## src/rtl/rv_test_monitor_pkg.sv

```systemverilog
// Shared definitions for the riscv-tests pass/fail monitor.
//   - GPR address/data widths of the snooped register-file writeback port
//   - default indices of the case, done and pass registers (x3/x26/x27)
//   - default done-trigger and pass values
//   - monitor FSM state encoding
//   - gpr_hit(): "this writeback targets GPR idx" decode, shared by all snoopers
package rv_tb_pkg;

  localparam int unsigned GPR_AW = 5;
  localparam int unsigned GPR_DW = 32;

  localparam int unsigned DEF_CASE_REG = 3;
  localparam int unsigned DEF_DONE_REG = 26;
  localparam int unsigned DEF_PASS_REG = 27;

  localparam logic [GPR_DW-1:0] DEF_DONE_VAL = 32'd1;
  localparam logic [GPR_DW-1:0] DEF_PASS_VAL = 32'd1;

  typedef enum logic [1:0] {
    ST_RUN    = 2'd0,
    ST_SETTLE = 2'd1,
    ST_EVAL   = 2'd2,
    ST_DONE   = 2'd3
  } mon_state_e;

  // x0 is hard-wired to zero in the core, so an index of 0 never matches.
  function automatic logic gpr_hit(input logic              we,
                                   input logic [GPR_AW-1:0] addr,
                                   input int unsigned       idx);
    return we && (idx != 0) && (addr == GPR_AW'(idx));
  endfunction

endpackage

```

## src/rtl/rv_test_monitor_if.sv

```systemverilog
// Register-file writeback port as seen by the monitor.
//   wb_we_i   : write enable
//   wb_addr_i : destination GPR index
//   wb_data_i : value being written
// master: the core (or testbench) driving the writeback port.
// slave : the monitor snooping it.
interface rv_test_monitor_if;
  import rv_tb_pkg::*;

  logic              wb_we_i;
  logic [GPR_AW-1:0] wb_addr_i;
  logic [GPR_DW-1:0] wb_data_i;

  modport master (output wb_we_i, output wb_addr_i, output wb_data_i);
  modport slave  (input  wb_we_i, input  wb_addr_i, input  wb_data_i);

endinterface

```

## src/rtl/rv_reg_shadow.sv

```systemverilog
// Single-register write snoop: keeps a copy of GPR INDEX by watching the
// writeback port.
//   clk, rst_n : clock, asynchronous active-low reset
//   clear      : synchronous clear to 0 (wins over any same-cycle write)
//   freeze     : hold the current value, ignore writes
//   we/addr/data : writeback port
//   value      : shadowed register value (constant 0 when INDEX is 0)
module rv_reg_shadow
  import rv_tb_pkg::*;
#(
  parameter int unsigned INDEX = 1
) (
  input  logic              clk,
  input  logic              rst_n,
  input  logic              clear,
  input  logic              freeze,
  input  logic              we,
  input  logic [GPR_AW-1:0] addr,
  input  logic [GPR_DW-1:0] data,
  output logic [GPR_DW-1:0] value
);

  generate
    if (INDEX == 0) begin : g_zero
      assign value = '0;
    end else begin : g_hold
      logic [GPR_DW-1:0] value_q;

      // NOTE: clocked state uses non-blocking assignment so every register
      // samples pre-edge values, independent of process evaluation order.
      always_ff @(posedge clk or negedge rst_n) begin
        if (!rst_n) begin
          value_q <= '0;
        end else if (clear) begin
          value_q <= '0;
        end else if (!freeze && gpr_hit(we, addr, INDEX)) begin
          value_q <= data;
        end
      end

      assign value = value_q;
    end
  endgenerate

endmodule

```

## src/rtl/rv_test_monitor.sv

```systemverilog
// Pass/fail monitor for riscv-tests style programs. Snoops the register-file
// writeback port, shadows the case and pass registers, and after the done
// register is written with DONE_VAL waits a settle window and reports a
// sticky verdict. A watchdog ends a test that never signals completion.
//   clk, rst_n   : clock, asynchronous active-low reset
//   clear_i      : synchronous restart (all state to 0, back to RUN)
//   wb           : writeback port (slave modport)
//   done_o       : verdict available (pass, fail or timeout)
//   pass_o       : test passed
//   fail_o       : test failed or timed out
//   timeout_o    : watchdog expired
//   fail_case_o  : case register value at evaluation, 0 on pass
//   cycle_cnt_o  : cycles spent in RUN + SETTLE, frozen once done
module rv_test_monitor
  import rv_tb_pkg::*;
#(
  parameter int unsigned        CASE_REG       = DEF_CASE_REG,
  parameter int unsigned        DONE_REG       = DEF_DONE_REG,
  parameter int unsigned        PASS_REG       = DEF_PASS_REG,
  parameter logic [GPR_DW-1:0]  DONE_VAL       = DEF_DONE_VAL,
  parameter logic [GPR_DW-1:0]  PASS_VAL       = DEF_PASS_VAL,
  parameter int unsigned        SETTLE_CYCLES  = 2,
  parameter int unsigned        TIMEOUT_CYCLES = 100000,
  parameter int unsigned        CNT_W          = 32
) (
  input  logic              clk,
  input  logic              rst_n,
  input  logic              clear_i,
  rv_test_monitor_if.slave  wb,
  output logic              done_o,
  output logic              pass_o,
  output logic              fail_o,
  output logic              timeout_o,
  output logic [GPR_DW-1:0] fail_case_o,
  output logic [CNT_W-1:0]  cycle_cnt_o
);

  localparam logic [7:0]       SETTLE_LOAD = 8'(SETTLE_CYCLES);
  localparam bit               WDOG_EN     = (TIMEOUT_CYCLES != 0);
  // Watchdog fires while the counter still shows the last permitted cycle,
  // so the frozen count reads TIMEOUT_CYCLES-1.
  localparam logic [CNT_W-1:0] WDOG_LAST   = CNT_W'(TIMEOUT_CYCLES - 1);

  mon_state_e        state_q, state_d;
  logic [7:0]        settle_q, settle_d;
  logic [CNT_W-1:0]  cnt_q, cnt_d, cnt_inc;
  logic              pass_flag_q, pass_flag_d;
  logic              fail_flag_q, fail_flag_d;
  logic              tmo_flag_q, tmo_flag_d;
  logic [GPR_DW-1:0] fail_case_q, fail_case_d;

  logic [GPR_DW-1:0] case_val;
  logic [GPR_DW-1:0] pass_val;
  logic              shadow_freeze;
  logic              trigger;
  logic              wdog_hit;

  // Shadows follow the program through RUN and SETTLE so a pass write that
  // lands in the last settle cycle still counts; they stop once evaluated.
  assign shadow_freeze = (state_q == ST_EVAL) || (state_q == ST_DONE);

  rv_reg_shadow #(.INDEX(CASE_REG)) u_case_shadow (
    .clk    (clk),
    .rst_n  (rst_n),
    .clear  (clear_i),
    .freeze (shadow_freeze),
    .we     (wb.wb_we_i),
    .addr   (wb.wb_addr_i),
    .data   (wb.wb_data_i),
    .value  (case_val)
  );

  rv_reg_shadow #(.INDEX(PASS_REG)) u_pass_shadow (
    .clk    (clk),
    .rst_n  (rst_n),
    .clear  (clear_i),
    .freeze (shadow_freeze),
    .we     (wb.wb_we_i),
    .addr   (wb.wb_addr_i),
    .data   (wb.wb_data_i),
    .value  (pass_val)
  );

  assign trigger  = gpr_hit(wb.wb_we_i, wb.wb_addr_i, DONE_REG) &&
                    (wb.wb_data_i == DONE_VAL);
  assign wdog_hit = WDOG_EN && (cnt_q == WDOG_LAST);
  assign cnt_inc  = (&cnt_q) ? cnt_q : cnt_q + CNT_W'(1);

  always_ff @(posedge clk or negedge rst_n) begin
    if (!rst_n) begin
      state_q     <= ST_RUN;
      settle_q    <= '0;
      cnt_q       <= '0;
      pass_flag_q <= 1'b0;
      fail_flag_q <= 1'b0;
      tmo_flag_q  <= 1'b0;
      fail_case_q <= '0;
    end else begin
      state_q     <= state_d;
      settle_q    <= settle_d;
      cnt_q       <= cnt_d;
      pass_flag_q <= pass_flag_d;
      fail_flag_q <= fail_flag_d;
      tmo_flag_q  <= tmo_flag_d;
      fail_case_q <= fail_case_d;
    end
  end

  always_comb begin
    // NOTE: every output of this block is given a default before the case
    // so no path leaves a value unassigned and no latch is inferred.
    state_d     = state_q;
    settle_d    = settle_q;
    cnt_d       = cnt_q;
    pass_flag_d = pass_flag_q;
    fail_flag_d = fail_flag_q;
    tmo_flag_d  = tmo_flag_q;
    fail_case_d = fail_case_q;

    case (state_q)
      ST_RUN: begin
        if (trigger) begin
          state_d  = ST_SETTLE;
          settle_d = SETTLE_LOAD;
          cnt_d    = cnt_inc;
        end else if (wdog_hit) begin
          state_d     = ST_DONE;
          tmo_flag_d  = 1'b1;
          fail_flag_d = 1'b1;
          fail_case_d = case_val;
        end else begin
          cnt_d = cnt_inc;
        end
      end

      ST_SETTLE: begin
        cnt_d = cnt_inc;
        if (settle_q == 8'd0) begin
          state_d = ST_EVAL;
        end else begin
          settle_d = settle_q - 8'd1;
        end
      end

      ST_EVAL: begin
        state_d = ST_DONE;
        if (pass_val == PASS_VAL) begin
          pass_flag_d = 1'b1;
          fail_case_d = '0;
        end else begin
          fail_flag_d = 1'b1;
          fail_case_d = case_val;
        end
      end

      ST_DONE: begin
        state_d = ST_DONE;
      end

      default: begin
        state_d = ST_RUN;
      end
    endcase

    // Restart overrides whatever the FSM decided this cycle.
    if (clear_i) begin
      state_d     = ST_RUN;
      settle_d    = '0;
      cnt_d       = '0;
      pass_flag_d = 1'b0;
      fail_flag_d = 1'b0;
      tmo_flag_d  = 1'b0;
      fail_case_d = '0;
    end
  end

  assign pass_o      = pass_flag_q;
  assign fail_o      = fail_flag_q;
  assign timeout_o   = tmo_flag_q;
  assign done_o      = pass_flag_q | fail_flag_q;
  assign fail_case_o = fail_case_q;
  assign cycle_cnt_o = cnt_q;

endmodule

```

## src/flat_wrapper.sv

```systemverilog
// flat-port wrapper written by rule: the top's interface ports become plain ports
module rv_test_monitor_flat import rv_tb_pkg::*;
#(
  parameter int unsigned        CASE_REG       = DEF_CASE_REG,
  parameter int unsigned        DONE_REG       = DEF_DONE_REG,
  parameter int unsigned        PASS_REG       = DEF_PASS_REG,
  parameter logic [GPR_DW-1:0]  DONE_VAL       = DEF_DONE_VAL,
  parameter logic [GPR_DW-1:0]  PASS_VAL       = DEF_PASS_VAL,
  parameter int unsigned        SETTLE_CYCLES  = 2,
  parameter int unsigned        TIMEOUT_CYCLES = 100000,
  parameter int unsigned        CNT_W          = 32
)
  (clk, rst_n, clear_i, done_o, pass_o, fail_o, timeout_o, fail_case_o, cycle_cnt_o, wb_wb_we_i, wb_wb_addr_i, wb_wb_data_i);
  rv_test_monitor_if wb_i ();
  input  logic clk;
  input  logic rst_n;
  input  logic clear_i;
  output logic done_o;
  output logic pass_o;
  output logic fail_o;
  output logic timeout_o;
  output logic [GPR_DW-1:0] fail_case_o;
  output logic [CNT_W-1:0] cycle_cnt_o;
  input wire logic [$bits(wb_i.wb_we_i)-1:0] wb_wb_we_i;
  input wire logic [$bits(wb_i.wb_addr_i)-1:0] wb_wb_addr_i;
  input wire logic [$bits(wb_i.wb_data_i)-1:0] wb_wb_data_i;
  assign wb_i.wb_we_i = wb_wb_we_i;
  assign wb_i.wb_addr_i = wb_wb_addr_i;
  assign wb_i.wb_data_i = wb_wb_data_i;
  rv_test_monitor #(.CASE_REG(CASE_REG), .DONE_REG(DONE_REG), .PASS_REG(PASS_REG), .DONE_VAL(DONE_VAL), .PASS_VAL(PASS_VAL), .SETTLE_CYCLES(SETTLE_CYCLES), .TIMEOUT_CYCLES(TIMEOUT_CYCLES), .CNT_W(CNT_W)) u_core (.clk(clk), .rst_n(rst_n), .clear_i(clear_i), .wb(wb_i), .done_o(done_o), .pass_o(pass_o), .fail_o(fail_o), .timeout_o(timeout_o), .fail_case_o(fail_case_o), .cycle_cnt_o(cycle_cnt_o));
endmodule
```

## config.mk

```make
export PLATFORM = sky130hd
export DESIGN_NAME = rv_test_monitor_flat
export DESIGN_NICKNAME = d
export VERILOG_FILES = /design/src/rtl/rv_test_monitor_pkg.sv /design/src/rtl/rv_test_monitor_if.sv /design/src/rtl/rv_reg_shadow.sv /design/src/rtl/rv_test_monitor.sv /design/src/flat_wrapper.sv
export SDC_FILE = /design/constraint.sdc
export NUM_CORES = 1
export LEC_CHECK = 0
export ABC_AREA = 0
export CAP_MARGIN = 20
export CORE_ASPECT_RATIO = 1.25
export CORE_MARGIN = 3
export CORE_UTILIZATION = 56
export CTS_CLUSTER_SIZE = 14
export DETAILED_ROUTE_END_ITERATION = 7
export PLACE_DENSITY_LB_ADDON = 0.3
export SYNTH_ARGS = -nofsm -noshare
export SYNTH_HDL_FRONTEND = slang
export SYNTH_SLANG_ARGS = --single-unit
```

## constraint.sdc

```tcl
create_clock -name clk -period 5.8 [get_ports clk]
set_input_delay 1.74 -clock clk [delete_from_list [all_inputs] [get_ports clk]]
set_output_delay 1.74 -clock clk [all_outputs]
set_load 0.005 [all_outputs]
```

==> results of run 1 <==
==> area by class of cell <==
cell class	instances	area [sq um]
Clock buffer	21	450
Clock inverter	11	118
Fill cell	851	3180
Inverter	12	45.0
Multi-Input combinational cell	492	3110
Sequential cell	141	3530
Tap cell	161	201
Timing Repair Buffer	116	1150
==> state kept, by name, indices dropped and copies added, names as in the netlist <==
name / count
u_core.cycle_cnt_o: 32
u_core.fail_case_o: 32
u_core.fail_o: 1
u_core.pass_o: 1
u_core.settle_q: 8
u_core.state_q: 2
u_core.timeout_o: 1
u_core.u_case_shadow.value: 32
u_core.u_pass_shadow.value: 32
==> worst min path at each step <==
stage                                        start                              to  slack (ns)  cells after the start
finish                            u_core.timeout_o                u_core.timeout_o        0.52                      2
floorplan           u_core.u_pass_shadow.value[26]  u_core.u_pass_shadow.value[26]        0.48                      2
global placement     u_core.u_pass_shadow.value[0]   u_core.u_pass_shadow.value[0]        0.49                      2
CTS                 u_core.u_pass_shadow.value[27]  u_core.u_pass_shadow.value[27]        0.52                      2
detailed placement  u_core.u_pass_shadow.value[27]  u_core.u_pass_shadow.value[27]        0.51                      2
global route        u_core.u_case_shadow.value[20]  u_core.u_case_shadow.value[20]        0.55                      2
==> cells by family (layout without fill, tap and decap cells) <==
kind of cell,Yosys count,count (layout)
AOI/OAI and AO/OA,137,137
xor gates and xnor gates,13,13
adders and majority gates,3,3
buffers and inverters,55,160
DFF,141,141
muxes,68,68
and+or+nand+nor,271,271
==> cells in the mapped netlist (2+ instances only) <==
library cell	n
nor4_1	26
a31o_2	2
a31oi_1	7
nor2_1	92
ha_1	3
o21ai_0	44
buf_2	7
inv_1	12
or2_2	4
nand2_1	53
o21a_1	3
o211ai_1	36
clkbuf_1	31
or4b_2	2
dfrtp_1	141
buf_1	4
and4_1	5
and3_1	5
a21oi_1	18
mux2_2	2
nor4b_1	3
or4_1	7
a211oi_1	5
nor2b_1	5
xnor2_1	12
mux2i_1	66
o32ai_1	3
nand4_1	15
nand2b_1	2
nand3_1	17
nor3_1	14
or3_1	15
o31ai_1	4
==> power groups by stage <==
| stage | logic (mW) | registers [mW] | clock network, mW |
|---|---|---|---|
| final | 0.210 | 1.02 | 1.04 |
| after global routing | 0.232 | 1.02 | 1.10 |
| after CTS | 0.209 | 1.02 | 1.05 |
| after detailed placement | 0.208 | 1.03 | 0 |
| after global placement | 0.200 | 1.03 | 0 |
| after floorplan | 0.112 | 1.03 | 0 |
==> metal layers <==
metal | global-route usage [%] | wire length [um] | up-vias
met5 | 0 | 0 | -
met4 | 11.0 | 422 | 0
met3 | 6.83 | 1070 | 49
met2 | 47.0 | 9400 | 240
met1 | 32.9 | 7150 | 2960
li1 | - | - | 2708
==> worst reg2reg max path: stages (launching register included) <==
cell	delay, ns
dfrtp_1	0.56
and4b_1	0.41
nand4_1	0.40
a2111o_1	0.66
or4_1	0.44
a21oi_1	0.16
==> flow_metrics.tcl, run 1 <==
set metrics [dict create \
    outcome "finished, final reports clean" \
    io_pins 109 \
    fin_util_pct 73.0 \
    total_power_mw 2.27 \
    path_cells "clkdlybuf4s50_1 -> or4_1 -> or4_4 -> o31ai_4 -> o21a_1 -> o21ai_0" \
    drt_pass1_iterations 5 \
    clock_sinks 141 \
    cap_violations 0 \
    cp.buffers_inverters 1 \
    synth_area_leaders "dfrtp_1 (52%), mux2i_1 (9.7%), nor2_1 (5.1%)" \
    cp-endpoint "u_core.fail_case_o[29]" \
    cts_hold_buf 0 \
    fin_crit_ns 4.27 \
    track_usage_pct 27.2 \
    vias_per_cell 6.24 \
    drc 0 \
    place_congestion 0.915 \
    die_area_sq_um 13600 \
    vdd_drop_max_uv 180 \
    cts-resized-gates 0 \
    synth_area_sq_um 6840 \
    vias 5957 \
    area_growth_pct 25.8 \
    synthCells 688 \
    cts_buffers 17 \
    slowest_delay_ns 0.81 \
    fin_skew_ns 0.00827 \
    place_inst 920 \
    post_drt_wl_per_cell_um 18.9 \
    synth-xor-area-share_pct 1.67 \
    combinationalPowerShare_pct 9.3 \
    criticalPathCategory "in2reg" \
    seqPwrFrac_pct 44.7 \
    ys_seq_elements 141 \
    num_rows 44 \
    synth-main-ff-cell "dfrtp_1" \
    finalHoldViolCount 0 \
    fp.coreArea_sq_um 11800 \
    fin_nets 824 \
    cp_max_fo 32 \
    p_leak_nw 3.68 \
    dp_slack_ns 1.09 \
    insertion_delay_ns 0.42 \
    yosys.area_share.adder_pct 0.549 \
    grt_setup_unrepaired "no" \
    holdCritPathClass "reg2reg" \
    yosysTopAreaCellShare_pct 51.6 \
    placed_cell_area_sq_um 8010 \
    crit_start "wb_wb_data_i[18]" \
    grt_pass1_vias 5999 \
    wl_mm 18.0 \
    drt_iter0_markers 358 \
    yosysSeqAreaShare_pct 51.6 \
    final_common_cell "dfrtp_1" \
    htree_levels 4 \
    synth-edff-count 0 \
    antenna_left 0 \
    synth_top_area_cell "dfrtp_1" \
    async_flop_share_pct 100 \
    antenna_cells 0 \
    yosys_warnings 0 \
    fp.dieW_um 105 \
    grt_max_degree 114 \
    cts_max_path_buffers 2 \
    setup_tns_ns 0 \
    synth_compound_area_share_pct 13.2 \
    dp_hpwl_mm 12.1 \
    p_int_mw 1.72 \
    cts.clk_slew.worst_paths_ns 0.06 \
    r2r-start "u_core.state_q[1]" \
    power_density_nw_per_um2 264 \
    grt_overflow 0 \
    yosys.area_share.simple_pct 19.7 \
    whs_ns 0.521 \
    finalWorstSetupSlack_ns 1.53 \
    end_kind "register" \
    p_switching_mw 0.549 \
    tightest_slew_ns 1.01 \
    final_cells 954 \
    path_depth 6 \
    final_cell_area_sq_um 8600 \
    grt_first_pass_wirelength_mm 29.8 \
    syn_nets 732 \
    reg2reg_slack_ns 3.09 \
    clockPowerShare_pct 46.0 \
    cts_tree "done" \
    antenna_found_initial 0 \
    cp_slowest_cell "o21a_1" \
    port_buffers 108 \
    ctsRootBufferMaster "clkbuf_16" \
    synth_top_family_by_area "simple AND/OR/NAND/NOR gates" \
    finalSetupViolations 0 \
    ys_types 56 \
    setup.worst_path.start_class "primary input" \
    arrival_ns 4.52 \
    netSwitchingFraction_pct 24.2 \
    cts_setup_buffers 0 \
    die-height_um 130 \
    synth.area.mux_share_pct 9.99 \
    start_util_pct 58.0 \
    drive_gt1_share_pct 7.19 \
    r2r_cells 5 \
    finalMaxSlewViolations 0 \
    maxClockFrequency_ghz 0.234 \
    timing.rr.end "u_core.cycle_cnt_o[29]" \
    period_share_pct 73.6 \
    required_ns 6.05 \
    layout.cells.most_common_list "dfrtp_1 (141), clkdlybuf4s50_1 (106), nor2_1 (91)" \
    cp_top_family "compound AO/OA/AOI/OAI gates" \
    maxSlewHeadroom_pct 32.5 \
    avgSynthCellArea_sq_um 9.94 \
]
Note: power is estimated with default switching activity, not from simulation.
==> run 2: changes to the inputs <==
Settings changed: CORE_UTILIZATION 56 to 49.
Clock period 5.8 ns to 3.6 ns, I/O delays scaled along.
==> run 2 against run 1 <==
Core utilization shrank 7.6 points. Flip-flop and latch count unchanged. Highest routed layer unchanged. Sequential share of layout area fell by 0.94 points. Largest cell class unchanged. Total power rose by 71%. Combinational power rose by 66%. Sequential power rose by 61%. Cell area increased by 2.4%. Count of clock-buffer cells in the layout down 2. Clock skew is 0.0024 ns lower.
==> flow_metrics.tcl, run 2 (synthesized netlist as in run 1, its figures left out) <==
set metrics [dict create \
    outcome "finished, final reports clean" \
    fin_skew_ns 0.00589 \
    required_ns 3.89 \
    track_usage_pct 23.5 \
    cp_top_family "simple AND/OR/NAND/NOR gates" \
    setup.worst_path.start_class "primary input" \
    arrival_ns 3.45 \
    setup_tns_ns 0 \
    antenna_left 0 \
    ctsRootBufferMaster "clkbuf_16" \
    cts_hold_buf 0 \
    slowest_delay_ns 0.58 \
    start_util_pct 50.8 \
    holdCritPathClass "reg2reg" \
    vdd_drop_max_uv 315 \
    htree_levels 4 \
    seqPwrFrac_pct 42.2 \
    combinationalPowerShare_pct 9.0 \
    maxSlewHeadroom_pct 35.2 \
    p_switching_mw 0.927 \
    cts_buffers 17 \
    grt_max_degree 67 \
    final_common_cell "dfrtp_1" \
    finalHoldViolCount 0 \
    insertion_delay_ns 0.42 \
    power_density_nw_per_um2 440 \
    die_area_sq_um 15400 \
    drive_gt1_share_pct 9.39 \
    cts_setup_buffers 0 \
    port_buffers 108 \
    clockPowerShare_pct 48.8 \
    num-fill-cells 1061 \
    final_cell_area_sq_um 8800 \
    fin_nets 840 \
    drt_iter0_markers 407 \
    tightest_slew_ns 0.959 \
    place_congestion 0.910 \
    p_leak_nw 3.79 \
    cts_tree "done" \
    layout.cells.most_common_list "dfrtp_1 (141), clkdlybuf4s50_1 (106), nor2_1 (91)" \
    die-height_um 138 \
    end_kind "register" \
    drt_pass1_iterations 5 \
    cp_slowest_cell "or4_1" \
    cp.buffers_inverters 1 \
    netSwitchingFraction_pct 23.9 \
    maxClockFrequency_ghz 0.316 \
    post_drt_wl_per_cell_um 18.3 \
    cts.clk_slew.worst_paths_ns 0.06 \
    grt_setup_unrepaired "no" \
    cts_max_path_buffers 2 \
    clock_sinks 141 \
    cp_max_fo 5 \
    drc 0 \
    grt_first_pass_wirelength_mm 29.2 \
    wl_mm 18.0 \
    path_cells "clkdlybuf4s50_1 -> or4_1 -> or4_4 -> or3_1 -> a21oi_2 -> o32ai_1" \
    num_rows 47 \
    grt_overflow 0 \
    dp_hpwl_mm 12.9 \
    antenna_found_initial 0 \
    fin_crit_ns 3.17 \
    grt_pass1_vias 5627 \
    period_share_pct 88.0 \
    criticalPathCategory "in2reg" \
    vias 5875 \
    finalSetupViolations 0 \
    antenna_cells 0 \
    finalMaxSlewViolations 0 \
    placed_cell_area_sq_um 8170 \
    fp.coreArea_sq_um 13500 \
    io_pins 109 \
    fp.dieW_um 112 \
    p_int_mw 2.95 \
    cap_violations 0 \
    cts-resized-gates 0 \
    area_growth_pct 28.8 \
    vias_per_cell 5.99 \
]
==> run 2: area by class of cell <==
type	count	area (sq um)	share of cell area [%]
flip-flops and latches	141	3530	40.1
inverters	12	45.0	0.512
repair buffers	132	1270	14.5
well taps	171	214	2.43
clock buffers	19	453	5.14
multi-input cells	492	3110	35.3
clock inverters	13	185	2.10
==> run 2: final timing paths <==
path	startpoint	depth (start not counted)	endpoint	slack (ns)
min	u_core.u_case_shadow.value[10]	2	u_core.u_case_shadow.value[10]	0.52
max	wb_wb_data_i[18]	6	u_core.settle_q[5]	0.43
min in group asynchronous	rst_n	1	u_core.cycle_cnt_o[23]	0.64
max in group asynchronous	rst_n	2	u_core.cycle_cnt_o[28]	2.16
min reg2reg	u_core.u_case_shadow.value[10]	2	u_core.u_case_shadow.value[10]	0.52
max reg2reg	u_core.state_q[1]	5	u_core.cycle_cnt_o[27]	0.97
==> run 2: power by group through the flow <==
| stage | combinational, mW | clock, mW | sequential, mW |
|---|---|---|---|
| 3_3_place_gp | 0.340 | 0 | 1.66 |
| 4_1_cts | 0.349 | 1.91 | 1.64 |
| 5_1_grt | 0.383 | 2.00 | 1.64 |
| 6_report | 0.349 | 1.89 | 1.64 |
| 3_5_place_dp | 0.348 | 0 | 1.66 |
| 2_1_floorplan | 0.181 | 0 | 1.65 |
==> run 2: per-stage QoR <==
stage | power (mW) | setup slack (ns) | util (%) | hold slack, ns | cells
after global routing | 4.02 | 0.386 | 65.4 | 0.541 | 980
final | 3.88 | 0.433 | 65.4 | 0.522 | 980
after detailed placement | 2.01 | 0.00344 | 60.6 | 0.512 | 948
after floorplan | 1.84 | 0.634 | - | 0.477 | 688
after global placement | 2.00 | 0.0415 | 60.6 | 0.497 | 948
after CTS | 3.90 | 0.459 | 65.4 | 0.526 | 980
==> run 2: layer usage <==
layer | global-route usage [%] | wire [um]
met1 | 29.6 | 7260
met2 | 39.3 | 9060
met3 | 4.59 | 1030
met4 | 10.6 | 610
met5 | 0 | 0
==> run 2: worst reg2reg max path, stage by stage, from the launching register on <==
cell	delay [ns]
dfrtp_1	0.55
and4b_1	0.39
nand4_1	0.37
a2111o_1	0.65
or4_1	0.45
a21oi_1	0.15
